--- src/rtl/eth_frame_receiver_if.sv ---
// Byte-stream input and decoded-frame outputs of the Ethernet frame receiver.
// The receiver takes the slave side; the source and sink take the master side.
interface eth_frame_receiver_if;
    logic [7:0]  frame_in;
    logic        frame_valid;
    logic [47:0] dst_mac;
    logic [47:0] src_mac;
    logic [15:0] ethertype;
    logic        hdr_valid;
    logic [7:0]  pay_data;
    logic        pay_valid;
    logic        frame_done;
    logic        frame_ok;
    logic        crc_err;
    logic        len_err;
    logic        addr_miss;

    modport slave (
        input  frame_in, frame_valid,
        output dst_mac, src_mac, ethertype, hdr_valid, pay_data, pay_valid,
               frame_done, frame_ok, crc_err, len_err, addr_miss
    );

    modport master (
        output frame_in, frame_valid,
        input  dst_mac, src_mac, ethertype, hdr_valid, pay_data, pay_valid,
               frame_done, frame_ok, crc_err, len_err, addr_miss
    );
endinterface

--- src/rtl/eth_frame_receiver.sv ---
// Byte-wide Ethernet receiver: preamble/SFD delineation, header extraction,
// FCS-stripped payload streaming and CRC/length/address status per frame.
module eth_frame_receiver #(
    parameter logic [47:0] MY_MAC  = 48'h02_00_00_00_00_01,
    parameter bit          PROMISC = 1'b0,
    parameter int unsigned MAX_LEN = 1518
) (
    input logic               clk,
    input logic               rst_n,
    eth_frame_receiver_if.slave bus
);

    typedef enum logic [2:0] {IDLE, PRE, HDR, BODY, DONE, DROP} state_t;

    localparam logic [10:0] MAX_CNT = 11'(MAX_LEN);

    state_t       state;
    logic [2:0]   pre_cnt;
    logic [10:0]  cnt;
    logic [31:0]  crc;
    logic [111:0] hdr;
    logic [31:0]  line;
    logic [2:0]   fill;

    logic         hdr_valid, pay_valid, frame_done, frame_ok;
    logic         crc_err, len_err, addr_miss;
    logic [7:0]   pay_data;

    logic [31:0]  crc_upd;
    logic [10:0]  cnt_inc;
    logic         crc_bad, len_bad, addr_bad;

    function automatic logic [31:0] crc_next(input logic [31:0] c, input logic [7:0] d);
        logic [31:0] r;
        r = c ^ {24'h0, d};
        for (int unsigned i = 0; i < 8; i++)
            r = r[0] ? ((r >> 1) ^ 32'hEDB8_8320) : (r >> 1);
        return r;
    endfunction

    always_comb begin
        crc_upd  = crc_next(crc, bus.frame_in);
        cnt_inc  = (cnt == '1) ? cnt : cnt + 11'd1;
        crc_bad  = (crc != 32'hDEBB_20E3);
        len_bad  = (cnt < 11'd64) || (cnt > MAX_CNT);
        addr_bad = !PROMISC && (hdr[111:64] != MY_MAC) && (hdr[111:64] != '1);
    end

    always_ff @(posedge clk or negedge rst_n) begin
        if (!rst_n) begin
            state      <= IDLE;
            pre_cnt    <= '0;
            cnt        <= '0;
            crc        <= '1;
            hdr        <= '0;
            line       <= '0;
            fill       <= '0;
            hdr_valid  <= 1'b0;
            pay_valid  <= 1'b0;
            pay_data   <= '0;
            frame_done <= 1'b0;
            frame_ok   <= 1'b0;
            crc_err    <= 1'b0;
            len_err    <= 1'b0;
            addr_miss  <= 1'b0;
        end else begin
            hdr_valid  <= 1'b0;
            pay_valid  <= 1'b0;
            frame_done <= 1'b0;
            frame_ok   <= 1'b0;
            crc_err    <= 1'b0;
            len_err    <= 1'b0;
            addr_miss  <= 1'b0;
            unique case (state)
                IDLE: begin
                    if (bus.frame_valid) begin
                        if (bus.frame_in == 8'h55) begin
                            state   <= PRE;
                            pre_cnt <= 3'd1;
                        end else begin
                            state <= DROP;
                        end
                    end
                end
                PRE: begin
                    if (!bus.frame_valid) begin
                        state <= DROP;
                    end else if (bus.frame_in == 8'hD5) begin
                        state <= HDR;
                        cnt   <= '0;
                        crc   <= '1;
                        fill  <= '0;
                    end else if (bus.frame_in == 8'h55 && pre_cnt != 3'd7) begin
                        pre_cnt <= pre_cnt + 3'd1;
                    end else begin
                        state <= DROP;
                    end
                end
                HDR, BODY: begin
                    if (bus.frame_valid) begin
                        cnt <= cnt_inc;
                        crc <= crc_upd;
                        if (state == HDR) begin
                            hdr <= {hdr[103:0], bus.frame_in};
                            if (cnt == 11'd13) begin
                                state     <= BODY;
                                hdr_valid <= 1'b1;
                            end
                        end else begin
                            // Four-byte line holds back the FCS; only a full line releases its oldest byte.
                            line <= {line[23:0], bus.frame_in};
                            if (fill == 3'd4) begin
                                pay_valid <= 1'b1;
                                pay_data  <= line[31:24];
                            end else begin
                                fill <= fill + 3'd1;
                            end
                        end
                    end else begin
                        state      <= DONE;
                        frame_done <= 1'b1;
                        crc_err    <= crc_bad;
                        len_err    <= len_bad;
                        addr_miss  <= addr_bad;
                        frame_ok   <= !(crc_bad || len_bad || addr_bad);
                    end
                end
                DONE: state <= IDLE;
                DROP: if (!bus.frame_valid) state <= IDLE;
                default: state <= IDLE;
            endcase
        end
    end

    assign bus.dst_mac    = hdr[111:64];
    assign bus.src_mac    = hdr[63:16];
    assign bus.ethertype  = hdr[15:0];
    assign bus.hdr_valid  = hdr_valid;
    assign bus.pay_data   = pay_data;
    assign bus.pay_valid  = pay_valid;
    assign bus.frame_done = frame_done;
    assign bus.frame_ok   = frame_ok;
    assign bus.crc_err    = crc_err;
    assign bus.len_err    = len_err;
    assign bus.addr_miss  = addr_miss;

endmodule
--- src/flat_wrapper.sv ---
// flat-port wrapper written by rule: the top's interface ports become plain ports
module eth_frame_receiver_flat 
#(
    parameter logic [47:0] MY_MAC  = 48'h02_00_00_00_00_01,
    parameter bit          PROMISC = 1'b0,
    parameter int unsigned MAX_LEN = 1518
)
  (clk, rst_n, bus_frame_in, bus_frame_valid, bus_dst_mac, bus_src_mac, bus_ethertype, bus_hdr_valid, bus_pay_data, bus_pay_valid, bus_frame_done, bus_frame_ok, bus_crc_err, bus_len_err, bus_addr_miss);
  eth_frame_receiver_if bus_i ();
  input logic clk;
  input logic rst_n;
  input wire logic [$bits(bus_i.frame_in)-1:0] bus_frame_in;
  input wire logic [$bits(bus_i.frame_valid)-1:0] bus_frame_valid;
  output wire logic [$bits(bus_i.dst_mac)-1:0] bus_dst_mac;
  output wire logic [$bits(bus_i.src_mac)-1:0] bus_src_mac;
  output wire logic [$bits(bus_i.ethertype)-1:0] bus_ethertype;
  output wire logic [$bits(bus_i.hdr_valid)-1:0] bus_hdr_valid;
  output wire logic [$bits(bus_i.pay_data)-1:0] bus_pay_data;
  output wire logic [$bits(bus_i.pay_valid)-1:0] bus_pay_valid;
  output wire logic [$bits(bus_i.frame_done)-1:0] bus_frame_done;
  output wire logic [$bits(bus_i.frame_ok)-1:0] bus_frame_ok;
  output wire logic [$bits(bus_i.crc_err)-1:0] bus_crc_err;
  output wire logic [$bits(bus_i.len_err)-1:0] bus_len_err;
  output wire logic [$bits(bus_i.addr_miss)-1:0] bus_addr_miss;
  assign bus_i.frame_in = bus_frame_in;
  assign bus_i.frame_valid = bus_frame_valid;
  assign bus_dst_mac = bus_i.dst_mac;
  assign bus_src_mac = bus_i.src_mac;
  assign bus_ethertype = bus_i.ethertype;
  assign bus_hdr_valid = bus_i.hdr_valid;
  assign bus_pay_data = bus_i.pay_data;
  assign bus_pay_valid = bus_i.pay_valid;
  assign bus_frame_done = bus_i.frame_done;
  assign bus_frame_ok = bus_i.frame_ok;
  assign bus_crc_err = bus_i.crc_err;
  assign bus_len_err = bus_i.len_err;
  assign bus_addr_miss = bus_i.addr_miss;
  eth_frame_receiver #(.MY_MAC(MY_MAC), .PROMISC(PROMISC), .MAX_LEN(MAX_LEN)) u_core (.clk(clk), .rst_n(rst_n), .bus(bus_i));
endmodule
--- config.mk ---
export PLATFORM = sky130hd
export DESIGN_NAME = eth_frame_receiver_flat
export DESIGN_NICKNAME = d
export VERILOG_FILES = /design/src/rtl/eth_frame_receiver_if.sv /design/src/rtl/eth_frame_receiver.sv /design/src/flat_wrapper.sv
export SDC_FILE = /design/constraint.sdc
export NUM_CORES = 1
export LEC_CHECK = 0
export BUFFER_PORTS_ARGS = -buffer_cell sky130_fd_sc_hd__buf_4
export CORE_ASPECT_RATIO = 1.1
export CORE_MARGIN = 4
export CORE_UTILIZATION = 35
export DETAILED_ROUTE_END_ITERATION = 10
export GPL_ROUTABILITY_DRIVEN = 0
export PLACE_DENSITY = 0.57
export SKIP_CTS_REPAIR_TIMING = 1
export SLEW_MARGIN = 20
export SYNTH_ARGS = -nofsm -noshare
export SYNTH_HDL_FRONTEND = slang
export SYNTH_SLANG_ARGS = --single-unit
export TNS_END_PERCENT = 20
--- constraint.sdc ---
create_clock -name clk -period 4.25 [get_ports clk]
set_clock_uncertainty 0.1 [all_clocks]
set_input_delay 0.85 -clock clk [delete_from_list [all_inputs] [get_ports clk]]
set_output_delay 0.85 -clock clk [all_outputs]
set_load 0.01 [all_outputs]
==> results of run 1 <==
[worst min-delay path by stage]
stage	start	to	slack [ns]	cells past startpoint
floorplan	u_core.fill[2]$_DFFE_PN0P_	u_core.fill[2]$_DFFE_PN0P_	0.34	1
global placement	u_core.fill[2]$_DFFE_PN0P_	u_core.fill[2]$_DFFE_PN0P_	0.37	1
finish	rst_n	u_core.line[2]$_DFFE_PN0P_	0.33	1
CTS	rst_n	u_core.line[2]$_DFFE_PN0P_	0.37	1
global route	rst_n	u_core.line[2]$_DFFE_PN0P_	0.40	1
detailed placement	u_core.fill[2]$_DFFE_PN0P_	u_core.fill[2]$_DFFE_PN0P_	0.38	1
[placed cells by master, fill, tap and decap left out, types with 3 or more instances in the layout]
| cell type | count |
|---|---|
| sky130_fd_sc_hd__xnor2_2 | 4 |
| sky130_fd_sc_hd__bufinv_16 | 3 |
| sky130_fd_sc_hd__xnor3_1 | 3 |
| sky130_fd_sc_hd__o21ai_0 | 4 |
| sky130_fd_sc_hd__nand2_1 | 15 |
| sky130_fd_sc_hd__mux2_2 | 158 |
| sky130_fd_sc_hd__clkinvlp_4 | 3 |
| sky130_fd_sc_hd__buf_4 | 143 |
| sky130_fd_sc_hd__a21oi_1 | 30 |
| sky130_fd_sc_hd__nand3_1 | 9 |
| sky130_fd_sc_hd__nor2b_1 | 6 |
| sky130_fd_sc_hd__o22a_1 | 7 |
| sky130_fd_sc_hd__clkbuf_8 | 5 |
| sky130_fd_sc_hd__nor4b_1 | 3 |
| sky130_fd_sc_hd__dfrtp_1 | 179 |
| sky130_fd_sc_hd__dfstp_2 | 32 |
| sky130_fd_sc_hd__inv_1 | 8 |
| sky130_fd_sc_hd__xnor2_1 | 44 |
| sky130_fd_sc_hd__nor2_1 | 42 |
| sky130_fd_sc_hd__o31ai_1 | 5 |
| sky130_fd_sc_hd__nor4_1 | 20 |
| sky130_fd_sc_hd__xor2_1 | 20 |
| sky130_fd_sc_hd__ha_1 | 6 |
| sky130_fd_sc_hd__nor3_1 | 5 |
| sky130_fd_sc_hd__nand4_1 | 20 |
| sky130_fd_sc_hd__clkbuf_1 | 4 |
| sky130_fd_sc_hd__clkbuf_16 | 25 |
| sky130_fd_sc_hd__mux2i_1 | 3 |
[critical path: stages, from the launching register on]
cell	delay, ns
sky130_fd_sc_hd__dfrtp_1	0.48
sky130_fd_sc_hd__nor2b_1	0.20
sky130_fd_sc_hd__nand2_1	0.33
sky130_fd_sc_hd__nor2_4	0.54
sky130_fd_sc_hd__buf_12	0.39
sky130_fd_sc_hd__mux2_2	0.39
[power groups by stage]
stage | clock [W] | sequential (W) | combinational [W]
final | 0.00221 | 0.00265 | 0.00212
after global routing | 0.00236 | 0.00269 | 0.00232
after CTS | 0.00228 | 0.00265 | 0.00214
after detailed placement | 0 | 0.00268 | 0.00213
after global placement | 0 | 0.00268 | 0.00211
after floorplan | 0 | 0.00259 | 0.00164
[cell families after synthesis]
group / synth area share
multiplexers: 0.196
flip-flops: 0.575
XOR/XNOR: 0.0839
AO/OA/AOI/OAI: 0.0402
buffers and inverters: 0.0149
AND/OR/NAND/NOR: 0.0820
adder cells (fa/ha/maj): 0.00812
[sequential cells by signal, summed over array words and instances, names as in the netlist, 3 cells and up]
signal and flops:
u_core.cnt 11, u_core.pre_cnt 3, u_core.fill 3, u_core.bus.pay_data 8, u_core.state 3, u_core.line 32, u_core.crc 32, u_core.hdr 112
[cell type report]
type / count / area share
inverters: 8 / 0.00259
flip-flops and latches: 211 / 0.459
multi-input cells: 442 / 0.328
well taps: 352 / 0.0380
clock buffers: 34 / 0.0612
clock inverters: 12 / 0.0134
repair buffers: 146 / 0.0974
[per-stage QoR]
step	setup WS (ns)	util
2_1_floorplan	1.76	-
3_3_place_gp	1.13	0.411
3_5_place_dp	1.12	0.411
4_1_cts	1.62	0.444
5_1_grt	1.45	0.445
6_report	1.64	0.445
[routing by layer]
layer | global-route usage | vias to the layer above | part of all wire
met5 | 0 | - | 0
met2 | 0.236 | 128 | 0.48
met4 | 0.0339 | 0 | 0.016
li1 | - | 2770 | -
met1 | 0.206 | 2960 | 0.46
met3 | 0.0243 | 24 | 0.043
==> key figures, run 1 <==
Outcome
  • Result of the run: finished, final reports clean

Clock tree
  • Reg clk slew, reported paths: 0.06 ns
  • Clock buffers created by TritonCTS: 25
  • CTS tree: built
  • Clock Latency Late Sink: 0.51 ns
  • Clock tree root buffer cell: sky130_fd_sc_hd__clkbuf_16
  • Number of clock sinks: 211
  • Clock Path Buffers: 3
  • Total number of H-tree levels: 1

Synthesis
  • Synthesized net count: 703
  • Synthesized area per cell: 13.5 um^2
  • Yosys warns: 0
  • Top post-synthesis cells by count: sky130_fd_sc_hd__dfrtp_1, sky130_fd_sc_hd__mux2_2, sky130_fd_sc_hd__xnor2_1, sky130_fd_sc_hd__nor2_1, sky130_fd_sc_hd__dfstp_2
  • Cell types occupying the most area after synthesis: sky130_fd_sc_hd__dfrtp_1, sky130_fd_sc_hd__mux2_2, sky130_fd_sc_hd__dfstp_2, sky130_fd_sc_hd__xnor2_1, sky130_fd_sc_hd__xor2_1
  • Cell with the most instances after synthesis: sky130_fd_sc_hd__dfrtp_1
  • Unique masters post-synth: 47
  • Count of flip-flops with a built-in enable after synthesis: 0
  • Post-synthesis register bit count: 211
  • Dominant cell type by area after synthesis: sky130_fd_sc_hd__dfrtp_1
  • Cells after synthesis: 686
  • Dominant register cell in the synthesized netlist: sky130_fd_sc_hd__dfrtp_1
  • Netlist area before placement: 9250 um^2
  • Fraction of post-synthesis cell area in the top cell type by area: 0.484
  • Sequential area share after synthesis: 0.575
  • Synth async-reset ratio: 1.00

Critical path
  • Crit. Startpoint: u_core.state[2]$_DFFE_PN0P_
  • R2R cell count: 5
  • CP required: 4.54 ns
  • Worst R2R Setup Slack: 1.64 ns
  • Category of the worst setup path capture point: flop
  • Maximum fanout encountered on the critical timing path: 72
  • CP Capture Point: u_core.hdr[48]$_DFFE_PN0P_
  • Element type at the critical path start: flop
  • WP data arrival: 2.90 ns
  • Capture point of the worst reg-to-reg path: u_core.hdr[48]$_DFFE_PN0P_
  • Critical register-to-register path startpoint: u_core.state[2]$_DFFE_PN0P_
  • Critical path class: reg2reg

Final layout
  • Cell area after layout: 11600 um^2
  • Fraction of final layout cells sized beyond drive strength 1: 0.457
  • Footprint of the multi-input gates: 3800 um^2
  • Non-filler cells in the finished layout: 1205
  • Number of filler instances in the final layout: 2480
  • Register Area: 5320 um^2
  • Area overhead of the layout relative to synthesis: 25.3%
  • Antenna diode count: 0
  • Net count reported at finish: 851

Drt
  • Post-DR wirelength/cell: 17.8 um
  • Drt pass-1 iters: 6
  • Via-to-Cell Ratio: 4.88
  • Number of nets still failing antenna checks after routing: 0
  • Initial DRC Count: 377
  • Wirelength, routed: 21.4 mm
  • Overall via count from detail_route: 5882
  • Number of remaining DRC errors: 0

Power
  • Share of total power in sequential cells: 0.380
  • Comb power frac: 0.304
  • Switching share of power: 0.313
  • Proportion of power drawn by the clock network: 0.317
  • Reported net switching power: 0.00218 W
  • Pwr dens: 602 nW/um^2
  • Cell internal power dissipation: 0.00479 W
  • Leak Pwr: 5.55 nW
  • VDD IR max: 0.342 mV
  • Total power: 0.00697 W

STA
  • Number of max-slew violations in the final report: 0
  • Post-layout min period: 2.61 ns
  • Highest clock frequency the design can meet: 383 MHz
  • Unrepaired setup endpoints after global routing: false
  • Transition time at the pin with the least slew margin: 0.936 ns
  • Worst slack on hold paths: 0.327 ns
  • Count of endpoints failing setup in the final report: 0
  • Tcrit/Tclk final: 0.614
  • Sum Neg Setup Slack: 0 ns
  • Tightest slew margin relative to the limit: 0.370
  • Number of hold violations in the final report: 0

Placement
  • Inst Count DP: 1159
  • Post-detail-place hpwl: 14.7 mm
  • Count of buffers from port buffering: 137
  • Placed cell areas: 10700 um^2

Floorplan
  • Count of standard-cell rows: 62
  • Width of the chip: 163 um
  • Area of the core: 26100 um^2
  • Top-Level Pins: 138
  • Die span in y: 178 um
  • Area of the die: 29100 um^2
  • Effective utilization at floorplan: 0.355

Global route
  • Number of antenna violations at the first check in global routing: 0
  • Global-route usage over all layers: 0.146
  • Grt total ovfl: 0
  • Pin count of the biggest net entering global routing: 118
  • Vias in the first global route: 5836
  • Global-route wire length before repair: 34.1 mm

Job
  • Max-cap violation count: 0

Min path
  • Hold Crit Class: in2async
(Power assumes the default switching activity.)
==> inputs of run 2 (changes only) <==
--- a/config.mk
+++ b/config.mk
@@ -5,6 +5,7 @@
 export SDC_FILE = /design/constraint.sdc
 export NUM_CORES = 1
 export LEC_CHECK = 0
+export ABC_AREA = 1
 export BUFFER_PORTS_ARGS = -buffer_cell sky130_fd_sc_hd__buf_4
 export CORE_ASPECT_RATIO = 1.1
 export CORE_MARGIN = 4
==> constraint.sdc (replaced) <==
create_clock -name clk -period 2.6 [get_ports clk]
set_clock_uncertainty 0.1 [all_clocks]
set_input_delay 0.52 -clock clk [delete_from_list [all_inputs] [get_ports clk]]
set_output_delay 0.52 -clock clk [all_outputs]
set_load 0.01 [all_outputs]
==> run 2 against run 1 <==
Net effect:
- worst hold slack lost 0.20 ns
- critical path depth is 5 higher
- synthesized cell count increased by 57%
- synthesized area grew 11%
- clock power is 53% higher
- clock-buffer cell count increased by 1
- cell area increased by 8.1%
- cell count grew 34%
- sequential share of layout area is 3.4 points lower
- critical path type unchanged
- largest cell class unchanged
==> key figures, run 2 <==
Synthesis
  • Yosys warns: 0 (unchanged)
  • Synthesized-area fraction occupied by ao, oa, aoi and oai cells: 0.0698 (was 0.0402)
  • Top post-synthesis cells by count: sky130_fd_sc_hd__nand2_1, sky130_fd_sc_hd__dfrtp_1, sky130_fd_sc_hd__inv_1, sky130_fd_sc_hd__o21ai_0, sky130_fd_sc_hd__nor2_1 (was sky130_fd_sc_hd__dfrtp_1, sky130_fd_sc_hd__mux2_2, sky130_fd_sc_hd__xnor2_1, sky130_fd_sc_hd__nor2_1, sky130_fd_sc_hd__dfstp_2)
  • Adder-cell share of the synthesized area: 0.00729 (was 0.00812)
  • Count of flip-flops with a built-in enable after synthesis: 0 (unchanged)
  • Unique masters post-synth: 44 (was 47)
  • Cell types occupying the most area after synthesis: sky130_fd_sc_hd__dfrtp_1, sky130_fd_sc_hd__nand2_1, sky130_fd_sc_hd__dfstp_2, sky130_fd_sc_hd__mux2_4, sky130_fd_sc_hd__inv_1 (was sky130_fd_sc_hd__dfrtp_1, sky130_fd_sc_hd__mux2_2, sky130_fd_sc_hd__dfstp_2, sky130_fd_sc_hd__xnor2_1, sky130_fd_sc_hd__xor2_1)
  • Multiplexer share of the synthesized area: 0.107 (was 0.196)
  • Netlist area before placement: 10300 um^2 (was 9250 um^2)
  • Synthesized net count: 1093 (was 703)
  • Synthesized area per cell: 9.57 um^2 (was 13.5 um^2)
  • Sequential area share after synthesis: 0.517 (was 0.575)
  • Parity-gate share of the synthesized area counting xor and xnor cells: 0.0323 (was 0.0839)
  • Dominant register cell in the synthesized netlist: sky130_fd_sc_hd__dfrtp_1 (unchanged)
  • Dominant cell type by area after synthesis: sky130_fd_sc_hd__dfrtp_1 (unchanged)
  • Simple-Gate Fraction of Synth Area: 0.195 (was 0.0820)
  • Main combinational cell family by area after synthesis: simple AND/OR/NAND/NOR gates (was multiplexers)
  • Cells after synthesis: 1076 (was 686)
  • Synth async-reset ratio: 1.00 (unchanged)
  • Fraction of post-synthesis cell area in the top cell type by area: 0.435 (was 0.484)
  • Cell with the most instances after synthesis: sky130_fd_sc_hd__nand2_1 (was sky130_fd_sc_hd__dfrtp_1)
  • Post-synthesis register bit count: 211 (unchanged)

Final layout
  • Register Area: 5320 um^2 (unchanged)
  • Most frequent standard cell in the layout excluding fill and tap cells: sky130_fd_sc_hd__nand2_1 (was sky130_fd_sc_hd__dfrtp_1)
  • Number of filler instances in the final layout: 2787 (was 2480)
  • Area overhead of the layout relative to synthesis: 21.6% (was 25.3%)
  • Fraction of final layout cells sized beyond drive strength 1: 0.276 (was 0.457)
  • Reg with most FFs: u_core.hdr (unchanged)
  • Non-filler cells in the finished layout: 1610 (was 1205)
  • Top flop regs: u_core.hdr (112), u_core.crc (32), u_core.line (32) (unchanged)
  • Footprint of the multi-input gates: 4260 um^2 (was 3800 um^2)
  • Antenna diode count: 0 (unchanged)
  • Net count reported at finish: 1241 (was 851)
  • Max FFs per register: 112 (unchanged)
  • Top library cells by usage in the layout, fill and taps aside: sky130_fd_sc_hd__nand2_1, sky130_fd_sc_hd__dfrtp_1, sky130_fd_sc_hd__buf_4 (was sky130_fd_sc_hd__dfrtp_1, sky130_fd_sc_hd__mux2_2, sky130_fd_sc_hd__buf_4)

Global route
  • Number of antenna violations at the first check in global routing: 0 (unchanged)
  • Vias in the first global route: 7791 (was 5836)
  • Grt total ovfl: 0 (unchanged)
  • Global-route usage over all layers: 0.156 (was 0.146)
  • Pin count of the biggest net entering global routing: 72 (was 118)
  • Global-route wire length before repair: 41.7 mm (was 34.1 mm)

Drt
  • Drt pass-1 iters: 5 (was 6)
  • Initial DRC Count: 627 (was 377)
  • Met2 routed WL: 12.1 mm (was 10.3 mm)
  • Overall via count from detail_route: 7788 (was 5882)
  • Via-to-Cell Ratio: 4.84 (was 4.88)
  • Top routing layer in use: met4 (unchanged)
  • Number of nets still failing antenna checks after routing: 0 (unchanged)
  • Number of remaining DRC errors: 0 (unchanged)
  • Post-DR wirelength/cell: 16.1 um (was 17.8 um)
  • Detailed-routing wirelength on met1: 11.7 mm (was 9.86 mm)
  • Wirelength, routed: 25.9 mm (was 21.4 mm)
  • Routed met3 length: 1.56 mm (was 921 um)

STA
  • Transition time at the pin with the least slew margin: 0.586 ns (was 0.936 ns)
  • Tcrit/Tclk final: 0.815 (was 0.614)
  • Sum Neg Setup Slack: 0 ns (unchanged)
  • Least setup slack across all paths after layout: 0.481 ns (was 1.64 ns)
  • Highest clock frequency the design can meet: 472 MHz (was 383 MHz)
  • Number of hold violations in the final report: 0 (unchanged)
  • Unrepaired setup endpoints after global routing: false (unchanged)
  • Count of endpoints failing setup in the final report: 0 (unchanged)
  • Tightest slew margin relative to the limit: 0.610 (was 0.370)
  • Post-layout min period: 2.12 ns (was 2.61 ns)
  • Number of max-slew violations in the final report: 0 (unchanged)

Floorplan
  • Top-Level Pins: 138 (unchanged)
  • Area of the die: 32200 um^2 (was 29100 um^2)
  • Area of the core: 28900 um^2 (was 26100 um^2)
  • Effective utilization at floorplan: 0.357 (was 0.355)
  • Die span in y: 188 um (was 178 um)
  • Width of the chip: 172 um (was 163 um)
  • Count of standard-cell rows: 65 (was 62)

Clock tree
  • Clock Path Buffers: 3 (unchanged)
  • Clock Latency Late Sink: 0.52 ns (was 0.51 ns)
  • Number of clock sinks: 211 (unchanged)
  • Clock tree root buffer cell: sky130_fd_sc_hd__clkbuf_16 (unchanged)
  • Reg clk slew, reported paths: 0.06 ns (about the same)
  • Clock buffers created by TritonCTS: 25 (unchanged)
  • CTS tree: built (unchanged)
  • Total number of H-tree levels: 1 (unchanged)

Placement
  • Post-Place Setup Slack: 0.415 ns (was 1.12 ns)
  • Count of buffers from port buffering: 137 (unchanged)
  • Inst Count DP: 1564 (was 1159)
  • Post-detail-place hpwl: 18.9 mm (was 14.7 mm)

Min path
  • Hold Crit Class: in2reg (was in2async)

Critical path
  • Element type at the critical path start: flop (unchanged)
  • CP required: 2.97 ns (was 4.54 ns)
  • Slowest stage cell, crit path: sky130_fd_sc_hd__dfstp_2 (was sky130_fd_sc_hd__nor2_4)
  • Crit path cell chain: inv_1, nand2_1, nand2_1, nand2_1, nand2_2, xnor2_1, nand2_1, nand3_1, nand2_1, inv_1 (was nor2b_1, nand2_1, nor2_4, buf_12, mux2_2)
  • Slowest cell delay on critical path: 0.59 ns (was 0.54 ns)
  • Buffers and inverters on the worst path: 2 (was 1)
  • CP dominant cell by count: sky130_fd_sc_hd__nand2_1
  • Category of the worst setup path capture point: flop (unchanged)
  • Maximum fanout encountered on the critical timing path: 7 (was 72)
  • WP data arrival: 2.49 ns (was 2.90 ns)
  • Crit path max-delay family: simple AND/OR/NAND/NOR gates (unchanged)
  • Critical path class: reg2reg (unchanged)

Job
  • Max-cap violation count: 0 (unchanged)

Power
  • VDD IR max: 0.567 mV (was 0.342 mV)
  • Pwr dens: 881 nW/um^2 (was 602 nW/um^2)
  • Leak Pwr: 6.43 nW (was 5.55 nW)

Outcome
  • Result of the run: finished, final reports clean (unchanged)
==> run 2: cell types whose count changed after synthesis, sizes merged, moves of 17 or more <==
cell,before,now
buf,11,28
o21ai,4,80
mux2,158,82
inv,8,122
nand3,9,47
xnor2,50,10
nand2,15,287
nor2,43,64
==> run 2: cell type report <==
cell class / count / share of cell area
timing repair buffer: 155 / 0.0987
clock inverter: 10 / 0.00849
inverter: 122 / 0.0368
multi-input combinational: 709 / 0.340
tap: 368 / 0.0368
clock buffer: 35 / 0.0546
sequential: 211 / 0.425
==> run 2: where the power goes <==
part,leakage (nW),switching [W],internal [W],total (W)
combinational,3.29,0.00193,0.00121,0.00314
clock,0.388,0.00135,0.00203,0.00338
sequential,2.75,0.000543,0.00397,0.00452
==> run 2: logic make-up (layout without fill, tap and decap cells) <==
family,after synthesis,after routing
buffers and inverters,156,322
DFF,211,211
muxes,82,82
and+or+nand+nor,455,455
xor gates and xnor gates,38,38
AOI/OAI and AO/OA,128,128
adders and majority gates,6,6
==> run 2: worst paths after layout <==
path / startpoint / end / slack [ns] / cells past startpoint
worst max-delay path: u_core.crc[2]$_DFFE_PN1P_ / u_core.crc[22]$_DFFE_PN1P_ / 0.48 / 10
worst max register to register: u_core.crc[2]$_DFFE_PN1P_ / u_core.crc[22]$_DFFE_PN1P_ / 0.48 / 10
worst min-delay path: bus_frame_valid / u_core.bus.frame_done$_DFF_PN0_ / 0.13 / 2
worst min register to register: u_core.line[5]$_DFFE_PN0P_ / u_core.line[5]$_DFFE_PN0P_ / 0.38 / 2
max in group asynchronous: rst_n / u_core.hdr[61]$_DFFE_PN0P_ / 1.17 / 3
min in group asynchronous: rst_n / u_core.hdr[34]$_DFFE_PN0P_ / 0.46 / 2
==> run 2: routing by layer <==
| layer | vias to the layer above | GRT usage |
|---|---|---|
| met3 | 44 | 0.0245 |
| met5 | - | 0 |
| met4 | 0 | 0.0366 |
| li1 | 3794 | - |
| met1 | 3752 | 0.217 |
| met2 | 198 | 0.257 |
==> run 2: through the flow <==
| step | power (W) | utilization | hold slack [ns] | area [um^2] |
|---|---|---|---|---|
| after CTS | 0.0111 | 0.433 | -0.120 | 12500 |
| final | 0.0110 | 0.434 | 0.131 | 12500 |
| after global placement | 0.00765 | 0.406 | 0.368 | 11700 |
| after global routing | 0.0118 | 0.434 | 0.105 | 12500 |
| after floorplan | 0.00665 | - | 0.124 | 10300 |
| after detailed placement | 0.00770 | 0.406 | 0.374 | 11700 |
